$ cat src/rtl/dreg_rr_arbiter.sv
// Round-robin arbiter sharing one W-bit D-flop register among N requesters.
// Each grant loads the winner's data, then holds it stable for HOLD cycles.
module dreg_rr_arbiter #(
   parameter int unsigned N    = 4,
   parameter int unsigned W    = 8,
   parameter int unsigned HOLD = 2
) (
   input  logic           clk,
   input  logic           rst_n,
   input  logic [N-1:0]   req,
   input  logic [N*W-1:0] wdata,
   output logic [N-1:0]   gnt,
   output logic [W-1:0]   q,
   output logic           q_valid,
   output logic           busy
);

   localparam int unsigned PW  = (N > 1) ? $clog2(N) : 1;
   localparam int unsigned PW1 = PW + 1;
   localparam int unsigned CW  = 4;

   typedef enum logic [0:0] {StIdle, StHold} state_e;

   state_e        state_q, state_d;
   logic [CW-1:0] cnt_q, cnt_d;
   logic [PW-1:0] ptr_q, ptr_d;
   logic [N-1:0]  gnt_q, gnt_d;
   logic [W-1:0]  q_q, q_d;
   logic          qv_q, qv_d;

   logic [N-1:0]  req_eff;
   logic [PW:0]   cand;
   logic          win_found;
   logic [PW-1:0] win_idx;
   logic [W-1:0]  win_data;

   // A requester is ignored on the edge where its own grant is still showing.
   assign req_eff = req & ~gnt_q;

   always_comb begin
      win_found = 1'b0;
      win_idx   = '0;
      cand      = '0;
      for (int unsigned i = 1; i <= N; i++) begin
         cand = {1'b0, ptr_q} + PW1'(i);
         if (cand >= PW1'(N)) begin
            cand = cand - PW1'(N);
         end
         if (!win_found && req_eff[cand[PW-1:0]]) begin
            win_found = 1'b1;
            win_idx   = cand[PW-1:0];
         end
      end
   end

   always_comb begin
      win_data = '0;
      for (int unsigned k = 0; k < N; k++) begin
         if (win_idx == PW'(k)) begin
            win_data = wdata[k*W +: W];
         end
      end
   end

   always_comb begin
      state_d = state_q;
      cnt_d   = cnt_q;
      ptr_d   = ptr_q;
      gnt_d   = '0;
      q_d     = q_q;
      qv_d    = qv_q;
      unique case (state_q)
         StIdle: begin
            if (win_found) begin
               gnt_d[win_idx] = 1'b1;
               q_d            = win_data;
               qv_d           = 1'b1;
               ptr_d          = win_idx;
               if (HOLD > 0) begin
                  state_d = StHold;
                  cnt_d   = CW'(HOLD - 1);
               end
            end
         end
         StHold: begin
            if (cnt_q == '0) begin
               state_d = StIdle;
            end else begin
               cnt_d = cnt_q - 1'b1;
            end
         end
         default: state_d = StIdle;
      endcase
   end

   always_ff @(posedge clk or negedge rst_n) begin
      if (!rst_n) begin
         state_q <= StIdle;
         cnt_q   <= '0;
         ptr_q   <= PW'(N - 1);
         gnt_q   <= '0;
         q_q     <= '0;
         qv_q    <= 1'b0;
      end else begin
         state_q <= state_d;
         cnt_q   <= cnt_d;
         ptr_q   <= ptr_d;
         gnt_q   <= gnt_d;
         q_q     <= q_d;
         qv_q    <= qv_d;
      end
   end

   assign gnt     = gnt_q;
   assign q       = q_q;
   assign q_valid = qv_q;
   assign busy    = (state_q == StHold);

endmodule

$ cat config.mk
export PLATFORM = sky130hd
export DESIGN_NAME = dreg_rr_arbiter
export DESIGN_NICKNAME = d
export VERILOG_FILES = /design/src/rtl/dreg_rr_arbiter.sv
export SDC_FILE = /design/constraint.sdc
export NUM_CORES = 1
export LEC_CHECK = 0
export CAP_MARGIN = 40
export CORE_MARGIN = 8
export CORE_UTILIZATION = 44
export CTS_CLUSTER_DIAMETER = 120
export DETAILED_ROUTE_END_ITERATION = 10
export PLACE_DENSITY = 0.88
export SLEW_MARGIN = 20
export SYNTH_ARGS = -nofsm -noshare
export SYNTH_HDL_FRONTEND = slang
export SYNTH_SLANG_ARGS = --single-unit
$ cat constraint.sdc
create_clock -name clk -period 2.6 [get_ports clk]
set_input_delay 0.52 -clock clk [delete_from_list [all_inputs] [get_ports clk]]
set_output_delay 0.52 -clock clk [all_outputs]
set_load 0.05 [all_outputs]
==> qor.yml <==
grt_usage_pct: 13.9
drive_above_1_share_pct: 10.7
grt_pass1_vias: 1006
die_h_um: 66.4
clockBufferDepth: 2
cts_tree: "done"
maxCapViolCount: 0
startpoint_type: "input pin"
fin_setup_tns_ns: 0
finalCriticalPeriod_ns: 2.11
grt_overflow: 0
cp.depth: 6
hold_class: "reg2reg"
syn_nets: 143
synth_cell_types: 34
via_per_inst: 5.47
crit_buf_inv: 1
crit_type: "in2reg"
area_delta_synth_final_pct: 53.0
crit_arrival_ns: 2.33
ys_warn_count: 0
io_buffers: 51
initial_core_util_pct: 45.9
synth-seq-cells: 20
fin_util_pct: 70.2
route.detailed.drc: 0
hold_buffers: 0
routed_wl_um: 3240
ioPinCount: 52
drt.antenna.violating_nets: 0
grt_max_degree: 21
r2r_slack_ns: 0.73
min_period_over_period_pct: 81.3
gp_congestion: 0.818
dr.pass1.iters: 4
p_leak_uw: 0.000744
hold_viol_final: 0
fin_skew_ns: 0.00378
report.final.slew_viol_count: 0
critical_path.reg2reg.startpoint: "ptr_q[1]$_DFFE_PN1P_"
synth_cells: 104
crit_family: "compound AO/OA/AOI/OAI gates"
setup_viol: 0
clock_sinks: 20
post_cts_resized: 0
synth_area_leaders: "dfrtp_1, mux2i_1, o221ai_1, dfstp_2, nand2_1"
coreArea_um2: 2430
rows: 18
ir_drop_mv: 0.861
crit_chain: "clkdlybuf4s50_1 -> nor2b_1 -> o22ai_1 -> a211oi_2 -> nand2_1 -> o221ai_1"
timing.fmax_mhz: 473
place.detailed.hpwl_um: 2630
dp.cells: 185
die_w_um: 66.4
place_ws_ns: 0.178
hp-start: "q_valid$_DFFE_PN0P_"
whs_endpoint: "q_valid$_DFFE_PN0P_"
stdcell_count: 189
tightestPinTransition_ns: 0.636
avgRoutedWirePerCell_um: 17.1
relSlewSlack_pct: 57.2
syn_area_um2: 1120
synth_top_area_cell: "dfrtp_1"
ff2ff_path_depth: 6
hold_depth: 1
htreeDepth: 1
worst_slack_ns: 0.485
grt_setup_unrepaired: "false"
slowest_stage: "clkdlybuf4s50_1"
fin_nets: 199
clkSlewWorstSetupHoldPaths_ns: 0.11
diodes: 0
status: "finished, final reports clean"
cts_made_buffers: 3
grt_antenna_before_repair: 0
post-cts-setup-buffer-count: 0
root_buffer: "clkbuf_4"
cp_max_fo: 8
dieArea_um2: 4400
power_density_nw_per_um2: 1180
num_vias: 1034
initialDrtViolationCount: 48
hold_ws_ns: 0.475
slowest_delay_ns: 0.53
grt_pass1_wl_um: 4770
clk_latency_ns: 0.30
cp-end-kind: "flop"
ys_seq_area_share_pct: 45.1
synth_top_area_share_pct: 40.4
worstReg2RegEnd: "q[1]$_DFFE_PN0P_"
syn_area_per_cell_um2: 10.7
crit_required_ns: 2.81
cells in the mapped netlist (all sizes together):
master   count
nand3b       1
buf          2
mux2i       16
nand2b       6
dfstp        2
a41o         1
nand3        2
a2bb2oi      1
o21a         1
xnor2        1
o221ai       8
nor3         3
nor3b        1
o21ai        2
dfrtp       18
inv          4
or3b         1
or2          1
a211o        1
clkbuf       1
o31ai        1
ha           1
o22ai        1
nor2         7
nor4         1
a211oi       2
nand2       14
a21oi        2
a41oi        1
nor2b        1
placed cells by master, fill, tap and decap left out, types with 2 or more instances in the layout:
cell	netlist	routed
dfstp_2	2	2
nand3_1	2	2
mux2i_1	16	16
a21oi_1	2	2
nor3_1	3	3
o21ai_0	2	2
clkbuf_4	0	3
o221ai_1	8	8
buf_4	0	2
nand2b_4	3	3
nor2_1	7	7
inv_1	3	3
clkdlybuf4s50_1	0	51
dfrtp_1	18	18
nand2b_1	3	3
nand2_1	13	13
report_power, final:
| part | switching (uW) | internal, uW | total [uW] |
|---|---|---|---|
| combinational | 750 | 525 | 1270 |
| sequential | 104 | 456 | 560 |
| clock | 95.4 | 85.4 | 181 |
through the flow:
stage	instance area, um2	total power [uW]
2_1_floorplan	1120	1460
3_3_place_gp	1670	1790
3_5_place_dp	1670	1850
4_1_cts	1710	2030
5_1_grt	1710	2130
6_report	1710	2020
area by class of cell:
class                   count  area [um2]
multi-input cells          77         571
repair buffers             54         546
clock buffers               4        36.3
inverters                   4        15.0
flip-flops and latches     20         503
well taps                  30        37.5
fillers                   197         724
sequential cells by signal (all words and copies together) (netlist names):
register	cells
q_valid	1
cnt_q	4
q	8
busy	1
ptr_q	2
gnt	4
worst max-delay path by stage:
stage	start	endpoint	slack, ns
after floorplan	gnt[2]$_DFF_PN0_	q[1]$_DFFE_PN0P_	0.69
after global placement	req[2]	q[6]$_DFFE_PN0P_	0.31
after detailed placement	req[2]	q[0]$_DFFE_PN0P_	0.18
after CTS	req[2]	q[0]$_DFFE_PN0P_	0.48
after global routing	req[2]	q[0]$_DFFE_PN0P_	0.42
final	req[2]	q[0]$_DFFE_PN0P_	0.49
cells by family (layout without fill, tap and decap cells):
logic type | after synthesis | after routing | synth area share, %
AOI/OAI and AO/OA | 21 | 21 | 15.5
xor gates and xnor gates | 1 | 1 | 0.785
adders and majority gates | 1 | 1 | 1.12
buffers and inverters | 7 | 62 | 4.48
DFF | 20 | 20 | 45.1
muxes | 16 | 16 | 14.3
and+or+nand+nor | 38 | 38 | 18.7
layer usage:
| layer | share of wire, % | wire length [um] | global-route usage (%) |
|---|---|---|---|
| met1 | 38 | 1230 | 15.3 |
| met2 | 56 | 1810 | 24.8 |
| met3 | 4.2 | 136 | 2.03 |
| met4 | 2.0 | 66 | 8.00 |
| met5 | 0 | 0 | 0 |
Power figures use the tool's default switching activity.
